## src/rtl/data_port_pkg.sv

```systemverilog
// Shared defaults and sizing helper for the data port buffer.
package data_port_pkg;

    localparam int DEFAULT_WIDTH = 8;
    localparam int DEFAULT_DEPTH = 4;

    // Width needed to hold a word count of 0..depth inclusive.
    function automatic int cnt_width(input int depth);
        return $clog2(depth + 1);
    endfunction

endpackage

```

## src/rtl/data_port_ram.sv

```systemverilog
// Buffer storage: DEPTH x WIDTH, one synchronous write port, asynchronous read.
// Contents are deliberately not reset; validity is tracked by the owner.
module data_port_ram #(
    parameter int WIDTH = 8,
    parameter int DEPTH = 4,
    parameter int AW    = 2
) (
    input  logic             clk,
    input  logic             we,
    input  logic [AW-1:0]    waddr,
    input  logic [WIDTH-1:0] wdata,
    input  logic [AW-1:0]    raddr,
    output logic [WIDTH-1:0] rdata
);

    logic [DEPTH-1:0][WIDTH-1:0] mem;

    // Write the offered word into the addressed slot.
    always_ff @(posedge clk) begin
        if (we) mem[waddr] <= wdata;
    end

    assign rdata = mem[raddr];

endmodule

```

## src/rtl/data_port_buf.sv

```systemverilog
// Bus-side input buffer for one data port: a show-ahead FIFO between the
// bus (push on data_on_bus) and the router (pop on fwd).
// Optional feature: define DATA_PORT_BUF_ERR_EN to add the sticky err output,
// flagging a push dropped while full or a fwd issued while empty.
module data_port_buf
    import data_port_pkg::*;
#(
    parameter int WIDTH = DEFAULT_WIDTH,
    parameter int DEPTH = DEFAULT_DEPTH
) (
    input  logic                         clk,
    input  logic                         rst_n,
    input  logic [WIDTH-1:0]             data_in,
    input  logic                         data_on_bus,
    output logic                         ready,
    output logic [WIDTH-1:0]             data_out,
    output logic                         out_valid,
    input  logic                         fwd,
    output logic [cnt_width(DEPTH)-1:0]  count
`ifdef DATA_PORT_BUF_ERR_EN
    ,
    output logic                         err
`endif
);

    localparam int AW = $clog2(DEPTH);
    localparam int CW = cnt_width(DEPTH);

    logic [AW-1:0]    wr_ptr;
    logic [AW-1:0]    rd_ptr;
    logic [CW-1:0]    count_q;
    logic [WIDTH-1:0] rd_data;
    logic             push;
    logic             pop;

    // Handshake is purely from registered occupancy, so ready/out_valid
    // never depend combinationally on data_on_bus or fwd.
    assign ready     = (count_q != CW'(DEPTH));
    assign out_valid = (count_q != '0);
    assign push      = data_on_bus && ready;
    assign pop       = fwd && out_valid;
    assign count     = count_q;
    assign data_out  = out_valid ? rd_data : '0;

    data_port_ram #(
        .WIDTH (WIDTH),
        .DEPTH (DEPTH),
        .AW    (AW)
    ) u_ram (
        .clk   (clk),
        .we    (push),
        .waddr (wr_ptr),
        .wdata (data_in),
        .raddr (rd_ptr),
        .rdata (rd_data)
    );

    // Pointer and occupancy update; pointers wrap naturally since DEPTH is a
    // power of two. Reset wins over any concurrent push or pop.
    always_ff @(posedge clk) begin
        if (!rst_n) begin
            wr_ptr  <= '0;
            rd_ptr  <= '0;
            count_q <= '0;
        end else begin
            if (push) wr_ptr <= wr_ptr + AW'(1);
            if (pop)  rd_ptr <= rd_ptr + AW'(1);
            case ({push, pop})
                2'b10:   count_q <= count_q + CW'(1);
                2'b01:   count_q <= count_q - CW'(1);
                default: count_q <= count_q;
            endcase
        end
    end

`ifdef DATA_PORT_BUF_ERR_EN
    // Sticky protocol-violation flag, cleared only by reset.
    always_ff @(posedge clk) begin
        if (!rst_n)
            err <= 1'b0;
        else if ((data_on_bus && !ready) || (fwd && !out_valid))
            err <= 1'b1;
    end
`endif

endmodule

```

## config.mk

```make
export PLATFORM = sky130hd
export DESIGN_NAME = data_port_buf
export DESIGN_NICKNAME = d
export VERILOG_FILES = /design/src/rtl/data_port_pkg.sv /design/src/rtl/data_port_ram.sv /design/src/rtl/data_port_buf.sv
export SDC_FILE = /design/constraint.sdc
export NUM_CORES = 1
export LEC_CHECK = 0
export BUFFER_PORTS_ARGS = -buffer_cell sky130_fd_sc_hd__buf_4
export CAP_MARGIN = 30
export CORE_MARGIN = 3
export CORE_UTILIZATION = 53
export CTS_BUF_LIST = sky130_fd_sc_hd__clkbuf_8
export CTS_CLUSTER_SIZE = 24
export DETAILED_ROUTE_END_ITERATION = 12
export PLACE_DENSITY = 0.76
export SLEW_MARGIN = 20
export SYNTH_ARGS = -nofsm -noshare
export SYNTH_HDL_FRONTEND = slang
export SYNTH_SLANG_ARGS = --single-unit
```

## constraint.sdc

```tcl
create_clock -name clk -period 1.75 [get_ports clk]
set_input_delay 0 -clock clk [delete_from_list [all_inputs] [get_ports clk]]
set_output_delay 0 -clock clk [all_outputs]
set_load 0.1 [all_outputs]
```

Word level (Yosys, flattened, before mapping)
Cells that the tools add are included.

Eq/ne operators: 3. Add/subtract/negate cells: 4. $lt $le $gt $ge: 3. Div/mod/pow operators: 0. Reduce and logical (&&, ||, !) cells: 5. Shifts and indexed selects: 0. Bitwise logic cells: 0. Multiplexer cells: 7. $mul: 0.

Operators with widths (number): bitwise mux 32 bit (1); two-way mux 8 bit (3); binary-select mux 8 bit (select 2 bit) (1); demux 8 bit (select 2 bit) (1); less-than comparator 2 x 3 -> 1 bit, second input constant (2); one-hot mux 3 bit (2 select lines) (1); adder 2 x 1 -> 2 bit, second input constant (2); adder 3 x 1 -> 3 bit, second input constant (1); logical AND 1 bit (3); inequality test 3 bit, second input constant (1); nonzero test 3 bit (1); subtractor 3 x 1 -> 3 bit, second input constant (1); == test 2 x 1 -> 1 bit, second input constant (1); == test 2 bit, second input constant (1); greater-or-equal comparator 2 x 1 -> 1 bit, second input constant (1); nonzero test 2 bit (1).

Output and inout bits: 13. Bits of input ports: 12. Bits in read-only memories: 0. Memories: 0. Bits in registers: 39. Bits in writable memories: 0. Latch bits: 0. Logic and storage cells: 29.

Logic depth before layout (Yosys ltp)
Depth in word-level cells: 5. Mapped depth: 9. Gate-level depth less buffers: 9.

Hierarchy
Synthesis repeated with hierarchy kept, for this count alone.

Cells, all modules: 97. Area total of the unflattened synthesis: 1631.6 µm².

Modules (own cells, without submodules): data_port_ram (cells an instance 46, times used 1, seq. area each 960.9 µm², area an instance 1188.6 µm²); data_port_buf (cells an instance 51, times used 1, seq. area each 140.1 µm², area an instance 442.9 µm²).

Worst setup path before layout
Ideal clock, no wire load.

Path kind: flip-flop to output port. From: reg count_q[0] (netlist: count[0]). To: out data_out[7]. Path slack: -0.988 ns. Arrival time: 2.738 ns. Cell stages (with the launch flop): 4. Cells stage by stage: dfxtp_1 -> nor3_2 -> buf_6 -> nor2b_1.

Longest elaborated chain between the ends: 2.

Ends and longest elaborated chain: from (decl) (line data_port_buf.sv:31) `logic [CW-1:0] count_q;`; from (signal assigned) (line data_port_buf.sv:69) `2'b10: count_q <= count_q + CW'(1);`; from (signal assigned) (line data_port_buf.sv:70) `2'b01: count_q <= count_q - CW'(1);`; from (signal assigned) (line data_port_buf.sv:71) `default: count_q <= count_q;`; nonzero test 3 bit (line data_port_buf.sv:39) `assign out_valid = (count_q != '0);`; two-way mux 8 bit (line data_port_buf.sv:43) `assign data_out = out_valid ? rd_data : '0;`; to (decl) (line data_port_buf.sv:16) `output logic [WIDTH-1:0] data_out,`.

No other way between the ends.

Final worst setup path
From: reg count_q[0] (netlist: count[0]). To: reg count_q[2] (netlist: count[2]).

Longest elaborated chain between the ends: 4.

Ends and longest elaborated chain: inequality test 3 bit / nonzero test 3 bit (equally long branches) (line data_port_buf.sv:38, data_port_buf.sv:39); logical AND 1 bit, on equally long branches (line data_port_buf.sv:40, data_port_buf.sv:41); == test 2 x 1 -> 1 bit / == test 2 bit (equally long branches) (line data_port_buf.sv:68) `case ({push, pop})`; one-hot mux 3 bit (2 select lines) / nonzero test 2 bit (equally long branches).

Parallel ways exist; a longest one is shown, timed or not. A chain may end at the register's enable or synchronous reset.

==> results.yml <==
yosys:
  yosys.area_share.adder: 0.0478
  synthSimpleGateAreaFrac: 0.124
  synth-compound-area-share: 0.0290
  syn_area_mm2: 0.00173
  yosysWarningCount: 0
  yosysUniqueCellTypes: 26
  synth_seq_cells: 39
  muxShareOfSynthArea: 0.118
  synth_seq_area_share: 0.638
  synth_top_family_by_area: "simple AND/OR/NAND/NOR gates"
  syn-num-nets: 121
  syn_inst: 103
  synth-xor-area-share: 0.0101
  synth_area_per_cell_um2: 16.8
sta:
  slew_headroom: 0.684
  timing.final.crit_share: 1.03
  slew_viol_final: 0
  finalSetupViolations: 1
  tns_ps: -56.3
  rsz0062_at_grt: "yes"
  timing.fmax_mhz: 554
  worst_pin_slew_ps: 473
  setup_slack_ps: -56.3
  fin_worst_skew_ps: 2.31
  min_period_ps: 1810
  hold_viol_final: 0
setup_path:
  worst-path-buf-inv: 2
  worstPathCellList: "nor2_4 -> a21boi_2 -> inv_1 -> ha_2 -> inv_2 -> fa_2 -> xor2_1 -> or3_1 -> a21boi_1"
  crit_path_end_kind: "flop"
  critPathMaxStageDelay_ps: 370
  cp.arrival_ps: 2020
  cp_top_family: "adder cells"
  slowest_stage: "dfxtp_4"
  crit_type: "flop to flop"
  cp-start-kind: "flop"
  worstPathRequired_ps: 1960
  worstPathMaxFanout: 3
floorplan:
  core_mm2: 0.00308
  rows: 20
  initial_core_util: 0.561
  die-area_mm2: 0.00398
  ioPinCount: 25
  die_h_um: 63.1
  die_w_um: 63.1
clock_network:
  cts.sinks: 39
  h-tree-depth: 2
  cts_root_buffer: "clkbuf_8"
  clock_latency_ps: 280
  cts_buffers: 5
  cts.clk_slew.worst_paths_ps: 70
  cts_tree: "built"
  cts.path.max_buffers: 2
finish:
  instances_no_fill: 197
  finalNetCount: 170
  layout-drive-gt1-share: 0.471
  layout_common_cells: "buf_4, edfxtp_1, nand2_1, dlygate4sd3_1"
  final_common_cell: "buf_4"
  num_antenna_cells: 0
  area_delta_synth_final_pct: 31.0
worst_hold_path:
  min-delay-path-class: "input port to flop"
global_route:
  grt_max_degree: 13
  gr-usage-met1: 0.226
  grt_busiest_layer: "met2"
  grt_util_met3: 0.0517
  grt_util_all_layers: 0.181
  grt-ovfl-total: 0
  grt_pass1_wl_um: 5370
  antenna_found_initial: 0
  grtUsageMet2: 0.310
  grt_pass1_vias: 1107
run_status:
  violations: "setup timing"
  run_status: "finished, violations left"
placement:
  gp_congestion: 0.739
  dpl.hpwl_um: 1970
  port_buffers: 24
  dpl.cell_count: 180
drt:
  dr.pass1.iters: 4
  routedWlPerCell_um: 15.3
  vias_per_cell: 4.88
  antenna_left: 0
  drtIter0Drc: 41
  drc: 0
  vias: 962
  wl_um: 3010
job:
  drv_cap: 0
## what timing repair did
action	4_1_cts	5_1_grt
pin swaps	0	0
resized for setup	3	2
setup buffers	1	0
endpoints found under the hold margin	32	0
endpoints found under the setup margin	2	4
hold buffers	8	0
## per-layer routing
metal  vias to the layer above  routed length (µm)
met3                         5                 119
met4                         0                  28
met5                         -                   0
met1                       467                1250
met2                        18                1610
li1                        472                   -
## through the flow
stage	cell area, µm²	setup slack (ps)	hold WS (ps)	utilization
after floorplan	1750	-231	98.9	-
after global placement	2060	-8.99	200	0.668
after detailed placement	2060	-82.7	204	0.668
after CTS	2260	-66.8	10.9	0.734
after global routing	2260	-186	37.4	0.735
final	2260	-56.3	19.4	0.735
## registers in the layout, indices dropped and copies added (netlist names)
| signal | count |
|---|---|
| count | 3 |
| rd_ptr | 2 |
| u_ram.mem | 32 |
| wr_ptr | 2 |
## Yosys cell counts
| cell | n | area share |
|---|---|---|
| edfxtp_1 | 32 | 0.56 |
| nand2_1 | 8 | 0.017 |
| dfxtp_1 | 7 | 0.081 |
| inv_1 | 7 | 0.015 |
| mux4_2 | 7 | 0.091 |
| nor2b_4 | 7 | 0.056 |
| and2_1 | 6 | 0.022 |
| ha_1 | 5 | 0.036 |
| a21boi_1 | 2 | 0.0087 |
| buf_6 | 2 | 0.013 |
| mux2i_1 | 2 | 0.012 |
| nor2b_1 | 2 | 0.0072 |
| o21ai_0 | 2 | 0.0058 |
| or3_1 | 2 | 0.0072 |
| a21boi_2 | 1 | 0.0065 |
| buf_2 | 1 | 0.0029 |
| clkbuf_1 | 1 | 0.0022 |
| fa_1 | 1 | 0.012 |
| mux4_1 | 1 | 0.015 |
| nand4bb_1 | 1 | 0.0065 |
| nor2_1 | 1 | 0.0022 |
| nor3_2 | 1 | 0.0058 |
| o21ai_1 | 1 | 0.0029 |
| o21ai_2 | 1 | 0.0051 |
| xnor2_1 | 1 | 0.0051 |
| xor2_1 | 1 | 0.0051 |
## cell families (layout without fill, tap and decap cells)
group | after synthesis | count (layout)
fa+ha+maj | 6 | 6
xor+xnor | 2 | 2
mux | 10 | 10
simple gates | 28 | 28
buf+inv | 11 | 61
flops | 39 | 39
compound gates | 7 | 7
## area by class of cell
class,instances,area [µm²]
Clock buffer,7,96.3
Clock inverter,1,7.51
Fill cell,209,816
Inverter,7,26.3
Multi-Input combinational cell,53,592
Sequential cell,39,1110
Tap cell,44,55.1
Timing Repair Buffer,46,373
## worst reg2reg max path, delay by kind of cell (launching register included)
| family | cells | cell delay (ps) |
|---|---|---|
| adder cells (fa/ha/maj) | 2 | 490 |
| AND/OR/NAND/NOR | 2 | 430 |
| flip-flops | 1 | 370 |
| AO/OA/AOI/OAI | 2 | 200 |
| XOR/XNOR | 1 | 160 |
| buffers and inverters | 2 | 90 |
## final timing paths
check	from	end	slack, ps	cells after the start
worst max-delay path	count[0]	count[2]	-60	9
worst min-delay path	fwd	rd_ptr[0]	20	3
worst max register to register	count[0]	count[2]	-60	9
worst min register to register	wr_ptr[0]	wr_ptr[0]	500	2
Power is not shown: default switching activity piles up to over one toggle a cycle in this logic, so the estimate is an artifact.
